[config.mk]
export PLATFORM = sky130hd
export DESIGN_NAME = or1200_thread_sched
export DESIGN_NICKNAME = d
export VERILOG_FILES = /design/src/rtl/or1200_thread_sched.sv
export SDC_FILE = /design/constraint.sdc
export NUM_CORES = 1
export LEC_CHECK = 0
export BUFFER_PORTS_ARGS = -buffer_cell sky130_fd_sc_hd__buf_2
export CAP_MARGIN = 20
export CELL_PAD_IN_SITES_DETAIL_PLACEMENT = 0
export CELL_PAD_IN_SITES_GLOBAL_PLACEMENT = 2
export CORE_AREA = 2 2 71 73
export CTS_CLUSTER_DIAMETER = 120
export DETAILED_ROUTE_END_ITERATION = 10
export DIE_AREA = 0 0 73 75
export PLACE_DENSITY = 0.9
export SETUP_SLACK_MARGIN = 0.02
export SYNTH_ARGS = -nofsm -noshare
export SYNTH_HDL_FRONTEND = slang
export SYNTH_SLANG_ARGS = --single-unit
[constraint.sdc]
create_clock -name clk -period 5.55 [get_ports clk]
set_input_delay 1.665 -clock clk [delete_from_list [all_inputs] [get_ports clk]]
set_output_delay 1.665 -clock clk [all_outputs]
set_load 0.005 [all_outputs]
[src/rtl/or1200_thread_sched.sv]
// Round-robin hardware-thread scheduler: picks the decode-stage thread and delays its ID to writeback.
// Optional build macro OR1200_THREAD_QUANTUM_EN keeps each thread for QUANTUM consecutive issues.
module or1200_thread_sched #(
    parameter int NTHREADS = 8,
    parameter int TW       = 3,
    parameter int WB_LAT   = 3,
    parameter int QUANTUM  = 4
) (
    input  logic                clk,
    input  logic                rst,
    input  logic [NTHREADS-1:0] thread_en,
    input  logic [NTHREADS-1:0] thread_stall,
    input  logic                id_freeze,
    input  logic                wb_freeze,
    input  logic                flushpipe,
    output logic [TW-1:0]       current_thread_read,
    output logic                issue_valid,
    output logic [TW-1:0]       current_thread_write,
    output logic                wb_valid,
    output logic                sched_idle
);

    logic [NTHREADS-1:0] elig_s;
    logic                any_elig_s;
    logic [TW-1:0]       rr_pick_s;
    logic [TW-1:0]       pick_s;
    logic [TW-1:0]       last_r;
    logic [TW-1:0]       tid_r;
    logic                iss_v_r;
    logic [WB_LAT-1:0]   stg_v_r;
    logic [TW-1:0]       stg_tid_r [WB_LAT];

    assign elig_s     = thread_en & ~thread_stall;
    assign any_elig_s = |elig_s;

    // Round-robin search from last_r+1; scanning downward lets the nearest eligible thread win
    always_comb begin
        logic [TW-1:0] idx_s;
        rr_pick_s = last_r;
        idx_s     = last_r;
        for (int i = NTHREADS; i >= 1; i--) begin
            idx_s     = last_r + TW'(i);
            rr_pick_s = elig_s[idx_s] ? idx_s : rr_pick_s;
        end
    end

`ifdef OR1200_THREAD_QUANTUM_EN
    localparam int QW = (QUANTUM > 1) ? $clog2(QUANTUM) : 1;

    logic [QW-1:0] q_cnt_r;
    logic          hold_s;

    // Stay on the last issued thread until its quantum is spent or it drops out of eligibility
    assign hold_s = iss_v_r & elig_s[last_r] & (q_cnt_r != QW'(QUANTUM - 1));
    assign pick_s = hold_s ? last_r : rr_pick_s;

    // Quantum counter: counts consecutive issues of the held thread, restarts on rotation
    always_ff @(posedge clk or negedge rst) begin
        if (!rst) begin
            q_cnt_r <= {QW{1'b0}};
        end else if (wb_freeze) begin
            q_cnt_r <= q_cnt_r;
        end else if (flushpipe) begin
            q_cnt_r <= {QW{1'b0}};
        end else if (id_freeze) begin
            q_cnt_r <= q_cnt_r;
        end else if (any_elig_s) begin
            q_cnt_r <= hold_s ? (q_cnt_r + QW'(1)) : {QW{1'b0}};
        end else begin
            q_cnt_r <= q_cnt_r;
        end
    end
`else
    assign pick_s = rr_pick_s;

    // QUANTUM only shapes hardware when the quantum feature is built in
    if (QUANTUM < 1) begin : g_quantum_off
    end
`endif

    // Issue register and rotation pointer; wb_freeze beats flushpipe, which beats id_freeze
    always_ff @(posedge clk or negedge rst) begin
        if (!rst) begin
            tid_r   <= {TW{1'b0}};
            iss_v_r <= 1'b0;
            last_r  <= TW'(NTHREADS - 1);
        end else if (wb_freeze) begin
            iss_v_r <= iss_v_r;
        end else if (flushpipe) begin
            iss_v_r <= 1'b0;
        end else if (id_freeze) begin
            iss_v_r <= iss_v_r;
        end else if (any_elig_s) begin
            tid_r   <= pick_s;
            iss_v_r <= 1'b1;
            last_r  <= pick_s;
        end else begin
            iss_v_r <= 1'b0;
        end
    end

    // Issue-to-writeback delay line; id_freeze injects a bubble so a held issue is written back once
    always_ff @(posedge clk or negedge rst) begin
        if (!rst) begin
            stg_v_r <= {WB_LAT{1'b0}};
            for (int i = 0; i < WB_LAT; i++) begin
                stg_tid_r[i] <= {TW{1'b0}};
            end
        end else if (wb_freeze) begin
            stg_v_r <= stg_v_r;
        end else if (flushpipe) begin
            stg_v_r <= {WB_LAT{1'b0}};
        end else begin
            stg_v_r[0]   <= iss_v_r & ~id_freeze;
            stg_tid_r[0] <= tid_r;
            for (int i = 1; i < WB_LAT; i++) begin
                stg_v_r[i]   <= stg_v_r[i-1];
                stg_tid_r[i] <= stg_tid_r[i-1];
            end
        end
    end

    assign current_thread_read  = tid_r;
    assign issue_valid          = iss_v_r;
    assign current_thread_write = stg_tid_r[WB_LAT-1];
    assign wb_valid             = stg_v_r[WB_LAT-1];
    assign sched_idle           = ~any_elig_s;

endmodule

### Word-level counts from Yosys, hierarchy flattened

Cells that the tools add are included.

* bitwise operators: 7
* reduce and logical (&&, ||, !) cells: 4
* eq/ne operators: 1
* $add $sub $neg: 7
* $lt $le $gt $ge: 7
* multiplexer cells: 25

Operators by type and width (count)
* 3-bit by 4-bit less-than comparator with 1-bit output, second input constant: 7
* 3-bit 2-to-1 mux: 8
* 1-bit binary-select mux with 3-bit select: 7
* 3-bit adder, second input constant: 4
* 1-bit 2-to-1 mux: 10
* 8-bit AND: 1
* 8-bit inverter: 1
* 8-bit OR reduction: 1
* 3-bit by 2-bit adder with 3-bit output, second input constant: 2
* 1-bit inverter: 4
* 2-bit AND reduction: 2
* 4-bit AND reduction: 1
* 3-bit by 1-bit adder with 3-bit output, second input constant: 1
* 2-bit by 1-bit != test with 1-bit output, second input constant: 1
* 1-bit AND: 1

* output and inout bits: 9
* bits in registers: 19
* input bits: 21

### Logic depth before layout (Yosys ltp)

* depth after elaboration: 11
* depth in mapped cells: 11

### Worst setup path before layout

Ideal clock, no wire load.

* path type: input to output
* start point: input thread_en[0]
* end point: output sched_idle
* stages on the path: 3
* arrival time: 2.354 ns
* slack: 1.531 ns
* cells stage by stage: nor2b_1 -> nor4_1 -> and2_1

* cells in the longest elaborated chain, start to end: 3

RTL lines
* start, declared: line 11 `input logic [NTHREADS-1:0] thread_en,`
* 8-bit AND: line 33 `assign elig_s = thread_en & ~thread_stall;`
* 8-bit OR reduction: line 34 `assign any_elig_s = |elig_s;`
* 1-bit inverter: line 127 `assign sched_idle = ~any_elig_s;`
* end, declared: line 20 `output logic sched_idle`

Every way passes these cells.

### Worst setup path after layout

Same ends and word-level chain as after synthesis.

==> flow_summary_export.csv <==
group,metric,value,unit
outcome,status,"finished clean",
power_and_ir_drop,p_leak,0.8381,nW
place,io_buffers,29,
clock_tree,cts_buffers,3,
worst_setup_path,r2r_start,"last_r[0]",
finish,nFillCells,459,
clock_tree,cts_sinks,19,
worst_setup_path,reg2reg_to,"current_thread_read[1]",
power_and_ir_drop,powerDensity,515.8,mW/mm2
worst_setup_path,crit_required,3.88,ns
worst_setup_path,start_kind,"primary input",
global_route,grt-ovfl-total,0,
min_path,min_from,"current_thread_write[2]",
routing,drcViolationCount,0,
logic_synthesis,yosys_warnings,0,
min_path,hp-class,"reg -> reg",
logic_synthesis,ys_ff_latch,19,
logic_synthesis,synth_edf_count,0,
finish,drive_gt1_share,30.05,%
worst_setup_path,crit_path_end_kind,"primary output",
logic_synthesis,ys_types,51,
worst_setup_path,cp_cell_sequence,"buf_2, nor2b_1, nor4_1, and2_1, buf_2",
timing,rsz0062_at_grt,"false",
die,core.rowCount,25,
worst_setup_path,worstPathArrival,2.75,ns
timing,slew_viol_final,0,
routing,avgRoutedWirePerCell,15.72,um
timing,final.period_utilization,79.51,%
global_route,grt.total_usage,14.91,%
timing,fin_tns_setup,0,ns
finish,areaGrowthSynthToFinish,10.97,%
place,place_ws,1.100,ns
finish,final_common_cell,"buf_2",
worst_setup_path,critPathSlowestCell,"nor4_1",
worst_setup_path,cp_common_cell,"buf_2",
timing,fin_skew,0.001982,ns
finish,final_cell_mix,"buf_2, dfrtp_1, mux2i_1",
die,core_region_area,0.004661,mm2
die,die_h,75,um
routing,vias_per_cell,5.923,
logic_synthesis,syn-num-nets,194,
logic_synthesis,ys_seq_area_share,27.63,%
logic_synthesis,synthesis.area,0.001734,mm2
clock_tree,htreeDepth,1,
routing,wirelength,3884,um
timing,fmax,226.6,MHz
job,max_cap_violations,0,
routing,drt_pre_antenna_iters,4,
timing,finalHoldViolations,0,
timing,setup_viol,0,
worst_setup_path,path_class,"in -> out",
timing,finalWorstSetupSlack,1.137,ns
die,fp.dieArea,0.005475,mm2
global_route,grt_pass1_vias,1309,
worst_setup_path,r2r_cells,8,
die,dieWidth,73,um
worst_setup_path,cp_max_fo,4,
logic_synthesis,async_reset_ff_share,100.0,%
clock_tree,cts_hold_buf,0,
timing,tightest_slew,0.8510,ns
logic_synthesis,avgSynthCellArea,10.14,um2
clock_tree,cts_root_buffer,"clkbuf_8",
min_path,holdPathEnd,"current_thread_write[2]",
place,finalWeightedCongestion,0.8598,
clock_tree,cts_max_path_buffers,2,
die,initial_core_util,37.21,%
logic_synthesis,synthCells,171,
place,dp_hpwl,3129,um
finish,nNetsFinal,217,
power_and_ir_drop,irDropWorstVdd,170.6,uV
global_route,grt_antenna_before_repair,0,
clock_tree,clock_latency,0.24,ns
clock_tree,cts_tree,"built",
timing,slew_headroom,43.05,%
global_route,grt_max_degree,20,
worst_setup_path,critical_path.max_stage_delay,0.49,ns
routing,vias,1463,
clock_tree,clk_pin_slew,0.07,ns
logic_synthesis,ys.flop_type,"dfrtp_1",
clock_tree,cts_setup_buffers,0,
routing,drt_iter0_drc,53,
timing,period_needed,4.413,ns
clock_tree,cts_resized,0,
worst_setup_path,reg2reg_setup_slack,2.25,ns
global_route,grt_pass1_wl,6410,um
min_path,min_path_cells,1,
finish,diodes,0,
routing,final_antenna_net_count,0,
die,design.portCount,30,
metrics by stage:
step / power (mW) / cells / hold slack (ns) / cell area [um2] / util [%]
detailed placement: 0.9031 / 243 / 0.4852 / 1879 / 40.32
finish: 0.9926 / 247 / 0.5026 / 1924 / 41.29
floorplan: 0.7803 / 171 / 0.4640 / 1734 / -
CTS: 0.9968 / 247 / 0.4996 / 1924 / 41.29
global placement: 0.9019 / 243 / 0.4782 / 1879 / 40.32
global route: 1.083 / 247 / 0.5206 / 1924 / 41.29
power by group:
group	switching [mW]	internal [mW]
clock network	0.0410	0.0508
logic	0.326	0.292
registers	0.0806	0.202
total	0.447	0.545
cell type report:
cell class | instances | area [um2] | share of cell area (%)
multi-input cells | 137 | 1172 | 60.92
flip-flops and latches | 19 | 479.2 | 24.90
repair buffers | 29 | 145.1 | 7.542
well taps | 54 | 67.56 | 3.511
clock buffers | 4 | 45.04 | 2.341
inverters | 4 | 15.01 | 0.7802
critical path: cells and delay by family:
kind,cells,cell delay [ns]
AND/OR/NAND/NOR,3,0.86
buffers and inverters,2,0.22
registers in the layout, indices dropped and copies added (netlist names):
register and cells:
issue_valid 1, current_thread_read 3, stg_tid_r 6, stg_v_r 3, last_r 3, current_thread_write 3
how the worst max path moves through the flow:
stage | startpoint | to | slack (ns) | depth (start not counted)
after CTS | thread_en[0] | sched_idle | 1.09 | 5
after global placement | thread_en[0] | sched_idle | 1.10 | 5
final | thread_en[0] | sched_idle | 1.14 | 5
after floorplan | thread_en[0] | sched_idle | 1.53 | 3
after detailed placement | thread_en[0] | sched_idle | 1.10 | 5
after global routing | thread_en[0] | sched_idle | 1.01 | 5
synth_stat cells, types with 2 or more instances:
cell type  count  area [um2]
a21o_1         2       15.01
a21bo_2        2       20.02
nor4_1         2       12.51
nand2b_1       8       50.05
nor2_1         6       22.52
dfrtp_1       16       400.4
a22o_1         2       17.52
o211ai_1       2       15.01
o21ai_0        7       35.03
nor2b_1        8       50.05
nand4_1        2       12.51
dfstp_2        3       78.83
ha_1           2       25.02
buf_2          3       15.01
o22ai_1        2       12.51
mux4_2         5       112.6
xnor2_1        3       26.28
mux4_1         5       131.4
xor2_1         3       26.28
buf_4          4       30.03
clkbuf_1       2       7.510
or2_2          2       12.51
o31ai_1        3       22.52
nand2_1       12       45.04
inv_2          2       7.510
o2111ai_1      2       17.52
inv_1          2       7.510
mux2_2        11       123.9
a21oi_1        8       40.04
nor3_1         4       20.02
a21boi_0       3       22.52
mux2i_1       13       130.1
and2_1         2       12.51
layer usage:
layer	GRT usage, %	up-vias	routed length [um]	part of all wire [%]
met1	20.42	713	1881	48
met2	25.93	42	1853	48
met5	0	-	0	0
met4	2.469	0	27	0.70
li1	-	704	-	-
met3	1.606	4	120	3.1
logic make-up (layout without fill, tap and decap cells):
family | after synthesis | count (layout) | share of synthesized area [%]
fa+ha+maj | 2 | 2 | 1.443
flops | 19 | 19 | 27.63
buf+inv | 15 | 37 | 4.762
simple gates | 51 | 51 | 15.87
mux | 34 | 34 | 28.72
compound gates | 44 | 44 | 18.54
xor+xnor | 6 | 6 | 3.031
Note: power is estimated with default switching activity, not from simulation.
